**src/rtl/mul_div_pkg.sv**
```systemverilog
// Shared types and constants for the parametrised multiply/divide unit.
package mul_div_pkg;

  typedef enum logic [2:0] {
    IDLE = 3'd0,
    MUL  = 3'd1,
    DIV  = 3'd2,
    FIX  = 3'd3,
    DONE = 3'd4
  } state_e;

  localparam logic OP_MUL = 1'b0;
  localparam logic OP_DIV = 1'b1;

  // Wide enough to hold the larger of the divide iteration count and the multiply depth.
  function automatic int cnt_width(input int w, input int stages);
    int m;
    m = (w > stages) ? w : stages;
    return $clog2(m + 1);
  endfunction

endpackage

```
**src/rtl/mul_div_param_if.sv**
```systemverilog
// Request/response bundle between the core and the multiply/divide unit.
interface mul_div_param_if #(
  parameter int DATA_WIDTH = 32
);
  logic                      start;
  logic                      mul0_div1;
  logic                      x_signed0_unsigned1;
  logic                      y_signed0_unsigned1;
  logic [DATA_WIDTH-1:0]     x;
  logic [DATA_WIDTH-1:0]     y;
  logic                      flush;
  logic                      ready;
  logic                      valid_out;
  logic [2*DATA_WIDTH-1:0]   z;
  logic                      div_by_zero;
  logic                      ov;

  modport master (
    output start, mul0_div1, x_signed0_unsigned1, y_signed0_unsigned1, x, y, flush,
    input  ready, valid_out, z, div_by_zero, ov
  );

  modport slave (
    input  start, mul0_div1, x_signed0_unsigned1, y_signed0_unsigned1, x, y, flush,
    output ready, valid_out, z, div_by_zero, ov
  );
endinterface

```
**src/rtl/div_restoring_iter.sv**
```systemverilog
// Radix-2 restoring divider datapath on magnitudes; one quotient bit per step, MSB first.
module div_restoring_iter #(
  parameter int W = 32
) (
  input  logic         clk,
  input  logic         reset_n,
  input  logic         i_load,
  input  logic         i_step,
  input  logic [W-1:0] i_dividend,
  input  logic [W-1:0] i_divisor,
  output logic [W-1:0] o_q,
  output logic [W-1:0] o_r
);

  logic [W-1:0] r_q;
  logic [W-1:0] r_rem;
  logic [W-1:0] r_divisor;
  logic [W:0]   w_partial;
  logic         w_fits;
  logic [W-1:0] w_diff;

  // The shifted remainder is below 2*divisor, so a W-bit subtract is exact whenever it fits.
  assign w_partial = {r_rem, r_q[W-1]};
  assign w_fits    = (w_partial >= {1'b0, r_divisor});
  assign w_diff    = w_partial[W-1:0] - r_divisor;

  // Shift/trial-subtract register update.
  always_ff @(posedge clk or negedge reset_n) begin
    if (!reset_n) begin
      r_q       <= {W{1'b0}};
      r_rem     <= {W{1'b0}};
      r_divisor <= {W{1'b0}};
    end else if (i_load) begin
      r_q       <= i_dividend;
      r_rem     <= {W{1'b0}};
      r_divisor <= i_divisor;
    end else if (i_step) begin
      r_rem     <= w_fits ? w_diff : w_partial[W-1:0];
      r_q       <= {r_q[W-2:0], w_fits};
    end else begin
      r_q       <= r_q;
      r_rem     <= r_rem;
      r_divisor <= r_divisor;
    end
  end

  assign o_q = r_q;
  assign o_r = r_rem;

endmodule

```
**src/rtl/mul_div_param.sv**
```systemverilog
// Multiply/divide unit: pipelined signed/unsigned multiply, iterative restoring divide
// with RISC-V divide-by-zero/overflow results, and flush.
module mul_div_param
  import mul_div_pkg::*;
#(
  parameter int DATA_WIDTH = 32,
  parameter int MUL_STAGES = 2
) (
  input logic             clk,
  input logic             reset_n,
  mul_div_param_if.slave  bus
);

  localparam int W  = DATA_WIDTH;
  localparam int CW = cnt_width(DATA_WIDTH, MUL_STAGES);
  localparam logic [CW-1:0]  DIV_CNT_INIT = CW'(DATA_WIDTH - 1);
  localparam logic [CW-1:0]  MUL_CNT_INIT = CW'(MUL_STAGES - 1);
  localparam logic [CW-1:0]  CNT_ONE      = {{(CW-1){1'b0}}, 1'b1};
  localparam logic [W-1:0]   ONE_W        = {{(W-1){1'b0}}, 1'b1};
  localparam logic [2*W-1:0] ONE_2W       = {{(2*W-1){1'b0}}, 1'b1};
  localparam logic [W-1:0]   MOST_NEG     = {1'b1, {(W-1){1'b0}}};

  state_e                           r_state;
  logic [CW-1:0]                    r_cnt;
  logic                             r_ready;
  logic                             r_valid;
  logic                             r_dbz;
  logic                             r_ov;
  logic [2*W-1:0]                   r_z;
  logic [2*W-1:0]                   r_res;
  logic                             r_res_dbz;
  logic                             r_res_ov;
  logic                             r_op_div;
  logic                             r_res_neg;
  logic                             r_rem_neg;
  logic [W-1:0]                     r_a;
  logic [W-1:0]                     r_b;
  logic [MUL_STAGES-1:0][2*W-1:0]   r_pipe;

  logic           w_accept;
  logic           w_x_neg;
  logic           w_y_neg;
  logic [W-1:0]   w_x_mag;
  logic [W-1:0]   w_y_mag;
  logic           w_dbz;
  logic           w_ovf;
  logic           w_div_load;
  logic [W-1:0]   w_q;
  logic [W-1:0]   w_r;
  logic [W-1:0]   w_q_fix;
  logic [W-1:0]   w_r_fix;
  logic [2*W-1:0] w_prod;
  logic [2*W-1:0] w_last_in;
  logic [2*W-1:0] w_last_fix;

  // A start coinciding with flush is dropped even in IDLE.
  assign w_accept   = bus.start & r_ready & ~bus.flush;
  assign w_x_neg    = ~bus.x_signed0_unsigned1 & bus.x[W-1];
  assign w_y_neg    = ~bus.y_signed0_unsigned1 & bus.y[W-1];
  assign w_x_mag    = w_x_neg ? (~bus.x + ONE_W) : bus.x;
  assign w_y_mag    = w_y_neg ? (~bus.y + ONE_W) : bus.y;
  assign w_dbz      = (bus.y == {W{1'b0}});
  assign w_ovf      = ~bus.x_signed0_unsigned1 & ~bus.y_signed0_unsigned1 &
                      (bus.x == MOST_NEG) & (bus.y == {W{1'b1}});
  assign w_div_load = w_accept & (bus.mul0_div1 == OP_DIV) & ~w_dbz & ~w_ovf;

  assign w_q_fix    = r_res_neg ? (~w_q + ONE_W) : w_q;
  assign w_r_fix    = r_rem_neg ? (~w_r + ONE_W) : w_r;

  assign w_prod     = {{W{1'b0}}, r_a} * {{W{1'b0}}, r_b};

  if (MUL_STAGES == 1) begin : g_one_stage
    assign w_last_in = w_prod;
  end else begin : g_multi_stage
    assign w_last_in = r_pipe[MUL_STAGES-2];
  end
  assign w_last_fix = r_res_neg ? (~w_last_in + ONE_2W) : w_last_in;

  div_restoring_iter #(.W(W)) u_div (
    .clk        (clk),
    .reset_n    (reset_n),
    .i_load     (w_div_load),
    .i_step     (r_state == DIV),
    .i_dividend (w_x_mag),
    .i_divisor  (w_y_mag),
    .o_q        (w_q),
    .o_r        (w_r)
  );

  // Product pipeline; the magnitude product is 2W wide so sign fix-up in the last stage is exact.
  always_ff @(posedge clk or negedge reset_n) begin
    if (!reset_n) begin
      r_pipe <= '{default: {(2*W){1'b0}}};
    end else if (r_state == MUL) begin
      r_pipe[0] <= w_prod;
      for (int i = 1; i < MUL_STAGES; i++) begin
        r_pipe[i] <= r_pipe[i-1];
      end
      r_pipe[MUL_STAGES-1] <= w_last_fix;
    end else begin
      r_pipe <= r_pipe;
    end
  end

  // Control FSM with registered handshake and result outputs.
  always_ff @(posedge clk or negedge reset_n) begin
    if (!reset_n) begin
      r_state   <= IDLE;
      r_cnt     <= {CW{1'b0}};
      r_ready   <= 1'b1;
      r_valid   <= 1'b0;
      r_dbz     <= 1'b0;
      r_ov      <= 1'b0;
      r_z       <= {(2*W){1'b0}};
      r_res     <= {(2*W){1'b0}};
      r_res_dbz <= 1'b0;
      r_res_ov  <= 1'b0;
      r_op_div  <= 1'b0;
      r_res_neg <= 1'b0;
      r_rem_neg <= 1'b0;
      r_a       <= {W{1'b0}};
      r_b       <= {W{1'b0}};
    end else if (bus.flush && (r_state != IDLE)) begin
      r_state <= IDLE;
      r_cnt   <= {CW{1'b0}};
      r_ready <= 1'b1;
      r_valid <= 1'b0;
    end else begin
      r_valid <= 1'b0;
      case (r_state)
        IDLE: begin
          if (w_accept) begin
            r_ready   <= 1'b0;
            r_op_div  <= bus.mul0_div1;
            r_res_neg <= w_x_neg ^ w_y_neg;
            r_rem_neg <= w_x_neg;
            r_a       <= w_x_mag;
            r_b       <= w_y_mag;
            r_res_dbz <= 1'b0;
            r_res_ov  <= 1'b0;
            if (bus.mul0_div1 == OP_MUL) begin
              r_cnt   <= MUL_CNT_INIT;
              r_state <= MUL;
            end else if (w_dbz) begin
              r_res     <= {{W{1'b1}}, bus.x};
              r_res_dbz <= 1'b1;
              r_state   <= DONE;
            end else if (w_ovf) begin
              r_res    <= {bus.x, {W{1'b0}}};
              r_res_ov <= 1'b1;
              r_state  <= DONE;
            end else begin
              r_cnt   <= DIV_CNT_INIT;
              r_state <= DIV;
            end
          end else begin
            r_state <= IDLE;
          end
        end
        MUL: begin
          if (r_cnt == {CW{1'b0}}) begin
            r_state <= DONE;
          end else begin
            r_cnt <= r_cnt - CNT_ONE;
          end
        end
        DIV: begin
          if (r_cnt == {CW{1'b0}}) begin
            r_state <= FIX;
          end else begin
            r_cnt <= r_cnt - CNT_ONE;
          end
        end
        FIX: begin
          r_res   <= {w_q_fix, w_r_fix};
          r_state <= DONE;
        end
        DONE: begin
          r_z     <= r_op_div ? r_res : r_pipe[MUL_STAGES-1];
          r_dbz   <= r_res_dbz;
          r_ov    <= r_res_ov;
          r_valid <= 1'b1;
          r_ready <= 1'b1;
          r_state <= IDLE;
        end
        default: begin
          r_state <= IDLE;
          r_ready <= 1'b1;
        end
      endcase
    end
  end

  assign bus.ready       = r_ready;
  assign bus.valid_out   = r_valid;
  assign bus.z           = r_z;
  assign bus.div_by_zero = r_dbz;
  assign bus.ov          = r_ov;

endmodule

```
**src/flat_wrapper.sv**
```systemverilog
// flat-port wrapper written by rule: the top's interface ports become plain ports
module mul_div_param_flat import mul_div_pkg::*;
#(
  parameter int DATA_WIDTH = 32,
  parameter int MUL_STAGES = 2
)
  (clk, reset_n, bus_start, bus_mul0_div1, bus_x_signed0_unsigned1, bus_y_signed0_unsigned1, bus_x, bus_y, bus_flush, bus_ready, bus_valid_out, bus_z, bus_div_by_zero, bus_ov);
  mul_div_param_if #(.DATA_WIDTH(DATA_WIDTH)) bus_i ();
  input logic clk;
  input logic reset_n;
  input wire logic [$bits(bus_i.start)-1:0] bus_start;
  input wire logic [$bits(bus_i.mul0_div1)-1:0] bus_mul0_div1;
  input wire logic [$bits(bus_i.x_signed0_unsigned1)-1:0] bus_x_signed0_unsigned1;
  input wire logic [$bits(bus_i.y_signed0_unsigned1)-1:0] bus_y_signed0_unsigned1;
  input wire logic [$bits(bus_i.x)-1:0] bus_x;
  input wire logic [$bits(bus_i.y)-1:0] bus_y;
  input wire logic [$bits(bus_i.flush)-1:0] bus_flush;
  output wire logic [$bits(bus_i.ready)-1:0] bus_ready;
  output wire logic [$bits(bus_i.valid_out)-1:0] bus_valid_out;
  output wire logic [$bits(bus_i.z)-1:0] bus_z;
  output wire logic [$bits(bus_i.div_by_zero)-1:0] bus_div_by_zero;
  output wire logic [$bits(bus_i.ov)-1:0] bus_ov;
  assign bus_i.start = bus_start;
  assign bus_i.mul0_div1 = bus_mul0_div1;
  assign bus_i.x_signed0_unsigned1 = bus_x_signed0_unsigned1;
  assign bus_i.y_signed0_unsigned1 = bus_y_signed0_unsigned1;
  assign bus_i.x = bus_x;
  assign bus_i.y = bus_y;
  assign bus_i.flush = bus_flush;
  assign bus_ready = bus_i.ready;
  assign bus_valid_out = bus_i.valid_out;
  assign bus_z = bus_i.z;
  assign bus_div_by_zero = bus_i.div_by_zero;
  assign bus_ov = bus_i.ov;
  mul_div_param #(.DATA_WIDTH(DATA_WIDTH), .MUL_STAGES(MUL_STAGES)) u_core (.clk(clk), .reset_n(reset_n), .bus(bus_i));
endmodule
```
**config.mk**
```make
export PLATFORM = sky130hd
export DESIGN_NAME = mul_div_param_flat
export DESIGN_NICKNAME = d
export VERILOG_FILES = /design/src/rtl/mul_div_pkg.sv /design/src/rtl/mul_div_param_if.sv /design/src/rtl/div_restoring_iter.sv /design/src/rtl/mul_div_param.sv /design/src/flat_wrapper.sv
export SDC_FILE = /design/constraint.sdc
export NUM_CORES = 2
export LEC_CHECK = 0
export CORE_ASPECT_RATIO = 1.4
export CORE_MARGIN = 10
export CORE_UTILIZATION = 40
export CTS_BUF_LIST = sky130_fd_sc_hd__clkbuf_4
export DETAILED_ROUTE_END_ITERATION = 8
export PLACE_DENSITY = 0.58
export SYNTH_ARGS = -nofsm -noshare
export SYNTH_HDL_FRONTEND = slang
export SYNTH_SLANG_ARGS = --single-unit
```
**constraint.sdc**
```tcl
create_clock -name clk -period 6.8 [get_ports clk]
set_input_delay 1.36 -clock clk [delete_from_list [all_inputs] [get_ports clk]]
set_output_delay 1.36 -clock clk [all_outputs]
set_load 0.05 [all_outputs]
```
== Word-level counts from Yosys, hierarchy flattened ==
Index checks and enable logic that the tools add are counted.

* Register bits after elaboration: 434
* Latch bits: 0
* RAM bits: 0
* Memory bits (read-only): 0
* Input bits: 71
* Output and inout bits: 68
* Logic and storage cells: 124
* Memories: 0

* $add $sub $neg: 7
* $mul: 1
* Div/mod/pow operators: 0
* Magnitude comparators: 1
* Eq/ne operators: 16
* Shifts and indexed selects: 0
* Muxes and demuxes: 41
* Bitwise operators: 22
* Reductions and logical operators: 16

{| class="wikitable"
|+ Operator list
! operator !! number
|-
| $mux 64 || 6
|-
| $mux 32 || 9
|-
| $add 32x1->32 const B || 4
|-
| $not 32->32 || 4
|-
| $pmux 64 s2 || 1
|-
| $add 64x1->64 const B || 1
|-
| $eq 32x32->1 const B || 2
|-
| $mul 32x32->64 || 1
|-
| $not 64->64 || 1
|-
| $mux 6 || 6
|-
| $ge 33x32->1 || 1
|-
| $logic_not 32->1 || 1
|-
| $sub 32x32->32 || 1
|-
| $mux 3 || 7
|-
| $pmux 3 s4 || 1
|-
| $pmux 6 s2 || 1
|-
| $and 1x1->1 || 10
|-
| $reduce_and 5->1 || 2
|-
| $mux 1 || 9
|-
| $ne 3x1->1 const B || 3
|-
| $ne 4x4->1 const B || 2
|-
| $eq 3x2->1 const B || 2
|-
| $logic_not 6->1 || 1
|-
| $not 1->1 || 6
|-
| 17 further kinds || 22
|}

== Depth between registers and ports, before layout ==
* Depth after elaboration: 10
* Mapped depth: 28
* Depth with buffers taken out: 27

== Modules after synthesis ==
A second synthesis with hierarchy kept.

* Cell total of the unflattened synthesis: 6,439
* Area total of the unflattened synthesis: 57,521.4 sq um

{| class="wikitable"
|+ By module, submodules not included
! module !! instances !! cells each !! area an instance (sq um) !! seq. area each (sq um)
|-
| mul_div_param || 1 || 5,732 || 51,132.8 || 8,459.4
|-
| div_restoring_iter || 1 || 707 || 6,388.6 || 2,402.3
|}

== Worst setup path before layout ==
Ideal clock, no wire load.

* Kind: register -> register
* Start: register u_core.r_b[8]
* End: register u_core.r_pipe, in the netlist u_core.w_last_in[60]
* Setup time: 0.083 ns
* Arrival time: 7.410 ns
* Data required time: 6.717 ns
* Path slack: -0.693 ns
* Cell stages (with the launch flop): 27
* Path buffers: 2
* Period minus slack after synthesis: 7.493 ns
* Cells stage by stage: dfrtp_1 clkbuf_1 and2_1 fa_1 fa_1 inv_1 fa_1 fa_1 inv_1 fa_1 fa_1 fa_1 inv_1 fa_1 inv_1 ha_1 clkbuf_1 nand4_1 nor4_1 o21ai_0 or4_1 o221ai_1 nand3_1 a221oi_1 a311oi_1 xor2_1 o21ai_0

* Longest elaborated chain between the ends: 1

{| class="wikitable"
|+ Ends and longest elaborated chain
! what !! RTL line !! text
|-
| start: declaration || mul_div_param.sv:37 || <nowiki>logic [W-1:0] r_b;</nowiki>
|-
| start signal: assignment || mul_div_param.sv:122 || <nowiki>r_b <= {W{1'b0}};</nowiki>
|-
| start signal: assignment || mul_div_param.sv:138 || <nowiki>r_b <= w_y_mag;</nowiki>
|-
| $mul 32x32->64 || mul_div_param.sv:70 || <nowiki>assign w_prod = {{W{1'b0}}, r_a} * {{W{1'b0}}, r_b};</nowiki>
|-
| end signal: indexed assignment || mul_div_param.sv:97 || <nowiki>r_pipe[i] <= r_pipe[i-1];</nowiki>
|-
| end signal: indexed assignment || mul_div_param.sv:99 || <nowiki>r_pipe[MUL_STAGES-1] <= w_last_fix;</nowiki>
|-
| end signal: assignment || mul_div_param.sv:101 || <nowiki>r_pipe <= r_pipe;</nowiki>
|-
| end: declaration || mul_div_param.sv:38 || <nowiki>logic [MUL_STAGES-1:0][2*W-1:0] r_pipe;</nowiki>
|}

Every way passes these cells.
A chain may end at the register's enable or synchronous reset.

== Worst setup path in the final report ==
* Start: register u_core.r_a[18]
* End: register u_core.r_pipe, in the netlist u_core.w_last_in[60]

* Longest elaborated chain between the ends: 1

{| class="wikitable"
|+ Ends and longest elaborated chain
! what !! RTL line !! text
|-
| start: declaration || mul_div_param.sv:36 || <nowiki>logic [W-1:0] r_a;</nowiki>
|-
| start signal: assignment || mul_div_param.sv:121 || <nowiki>r_a <= {W{1'b0}};</nowiki>
|-
| start signal: assignment || mul_div_param.sv:137 || <nowiki>r_a <= w_x_mag;</nowiki>
|-
| $mul 32x32->64 || mul_div_param.sv:70 ||
|}

Every way passes these cells.

==> results.toml <==
[status]
status = "finished, violations left"
violations = "setup timing"

[yosys]
synthTopCellsByArea = "fa_1 (32%), dfrtp_1 (19%), ha_1 (6.7%)"
ys_seq_area_frac = 0.191
async_reset_ff_frac = 1.00
ys_warn_count = 0
synth_cell_types = 77
syn_nets = 7661
synth.largest_area_cell = "fa_1"
avgSynthCellArea_sq_um = 8.90
ys_ff_latch = 434
synth_top_cell_area_share = 0.316
syn_inst = 6390
synth_ff_type = "dfrtp_1"
synth_area_sq_um = 56800
synth_edf_count = 0

[die]
core_sq_um = 141000
io_pins = 139
die_w_um = 339
die_y_um = 466
fp-row-count = 163
dieArea_sq_um = 158000
start_util = 0.403

[critical_path]
path_class = "register to register"
r2r_start = "u_core.r_a[18]"
critPathArrivalTime_ns = 8.48
startpoint_type = "register"
cp.required_ns = 7.71
timing.critical_path.from = "u_core.r_a[18]"
crit_path_max_fanout = 5
endpoint_kind = "register"

[clocking]
cts_root_buffer = "clkbuf_4"
cts-buffers-inserted = 111
clock_tree.buffer_depth = 3
clkTransAtPathRegs_ns = 0.07
cts_tree = "done"
clock-sinks = 434
htree_num_levels = 3
clock_latency_ns = 1.09
postCtsHoldBufs = 0

[sta]
fin_skew_ns = 0.0621
finalSetupViolCount = 42
rsz0062_at_grt = "yes"
relSlewSlack = 0.261
report.final.slew_viol_count = 0
period_needed_ns = 7.57
hold_viol = 0
fmax_mhz = 132
fin_crit_sh = 1.11
hold_slack_ns = 0.243
max_slew.worst_pin.slew_ns = 1.10
setup_ws_ns = -0.767

[global_route]
grt_pass1_wl_um = 295000
grt_pass1_vias = 50000
use_met2 = 0.423
grt_max_degree = 247
grt_antenna_before_repair = 7
overflow = 0
use_met3 = 0.0332
grt_usage = 0.239
use_met1 = 0.278
top_usage_layer = "met2"

[route]
post_drt_wl_per_cell_um = 21.3
drt_iter0_drc = 2733
firstDrtPassIters = 7
vias_per_cell = 5.24
antenna_left = 0
vias = 46500
drc = 0
routed_wirelength_um = 189000

[min_path]
hold_path_class = "input port to async pin"

[cells_and_area]
num-nets-final = 8157
final_util = 0.487
fillCellCount = 13500
regArea_sq_um = 10900
area_growth_pct = 20.9
final_cell_mix = "nand2_1 (937), inv_1 (884), fa_1 (839)"
multi_input_area_sq_um = 42800
drive_gt1_frac = 0.175
final_common_cell = "nand2_1"

[placed_design]
hpwl_um = 152000
finalWeightedCongestion = 0.978
port_buffers = 138

[flow_run]
maxCapViolations = 0
==> stage by stage <==
step                      cell area, sq um  TNS (ns)  cells  worst slack (ns)
after floorplan                      56900     -1.44   6390            -0.381
after detailed placement             63800    -30.59   8549             -1.12
final                                68700    -19.01   8874            -0.767
after global routing                 68700    -27.17   8872            -0.980
after global placement               63800    -28.17   8549             -1.03
after CTS                            67600    -18.83   8833            -0.720
==> cell families (layout without fill, tap and decap cells) <==
logic type / Yosys count / in the layout / share of synthesized area
multiplexers: 99 / 99 / 0.0175
adder cells (fa/ha/maj): 1200 / 1200 / 0.383
AND/OR/NAND/NOR: 2088 / 2088 / 0.176
other: 0 / 5 / 0
flip-flops: 434 / 434 / 0.191
buffers and inverters: 1330 / 1912 / 0.0891
AO/OA/AOI/OAI: 968 / 968 / 0.102
XOR/XNOR: 271 / 271 / 0.0418
==> flip-flops by register name, summed over array words and instances (netlist names) <==
name,cells
u_core.w_last_in,64
u_core.r_rem_neg,1
u_core.bus.ready,1
u_core.u_div.o_q,32
u_core.r_state,3
u_core.u_div.r_divisor,32
u_core.r_res_neg,1
u_core.r_a,32
u_core.r_op_div,1
u_core.r_cnt,6
u_core.r_res,64
u_core.bus.z,64
u_core.r_res_dbz,1
u_core.bus.ov,1
u_core.r_pipe,64
u_core.bus.valid_out,1
u_core.u_div.o_r,32
u_core.bus.div_by_zero,1
u_core.r_b,32
u_core.r_res_ov,1
==> cells in the mapped netlist (all sizes together) (28+ instances only) <==
library cell	count
a21o	60
a21oi	264
a31oi	37
and2	576
and3	41
clkbuf	375
dfrtp	433
fa	897
ha	303
inv	936
mux2i	96
nand2	953
nand3	44
nand4	44
nor2	253
nor3	45
nor4	28
o21ai	394
o31ai	46
or3	28
xnor2	141
xor2	130
==> critical path: stages (launching register included) <==
cell and delay [ns]:
dfrtp_2 0.46, buf_12 0.15, buf_12 0.12, and2_1 0.17
fa_1 0.54, inv_1 0.06, fa_2 0.54, fa_1 0.43
fa_1 0.50, inv_2 0.04, fa_1 0.54, fa_1 0.44
fa_2 0.57, fa_2 0.47, ha_4 0.30, nand2_1 0.09
nor4_2 0.27, o21ai_2 0.13, or4_4 0.45, o221ai_4 0.24
nand3_2 0.15, a221oi_4 0.35, a311oi_2 0.14, xor2_1 0.16
o21ai_1 0.08
==> path summary, 6_finish.rpt <==
check	slack, ns	depth (start not counted)	to
worst min register to register	0.47	2	u_core.r_res[37]
worst min-delay path	0.24	1	u_core.r_res[12]
worst max register to register	-0.77	24	u_core.w_last_in[60]
max in group asynchronous	5.00	2	u_core.r_a[11]
min in group clk	0.47	2	u_core.r_res[37]
worst max-delay path	-0.77	24	u_core.w_last_in[60]
==> metal layers <==
| layer | wire, um | share of wire |
|---|---|---|
| met2 | 95600 | 0.51 |
| met4 | 11500 | 0.061 |
| met5 | 41 | 0.00022 |
| met3 | 8460 | 0.045 |
| met1 | 73100 | 0.39 |
==> repair_timing <==
item                                    in CTS  in global routing
buffers inserted                            90                 46
hold endpoints to repair                     0                  0
pin swaps                                  232                184
resized for setup                          423                194
cloned                                       3                  1
endpoints found under the setup margin      45                 47
==> final cells by class <==
class	count	area share
clock buffer	153	0.0167
sequential	434	0.159
tap	1897	0.0345
clock inverter	46	0.00455
antenna	5	0.000182
multi-input combinational	4626	0.623
timing repair buffer	777	0.111
inverter	936	0.0511
Power is left out: the tool's default activity adds up to more than one toggle a clock period on the data nets, which glitch-free logic cannot reach.
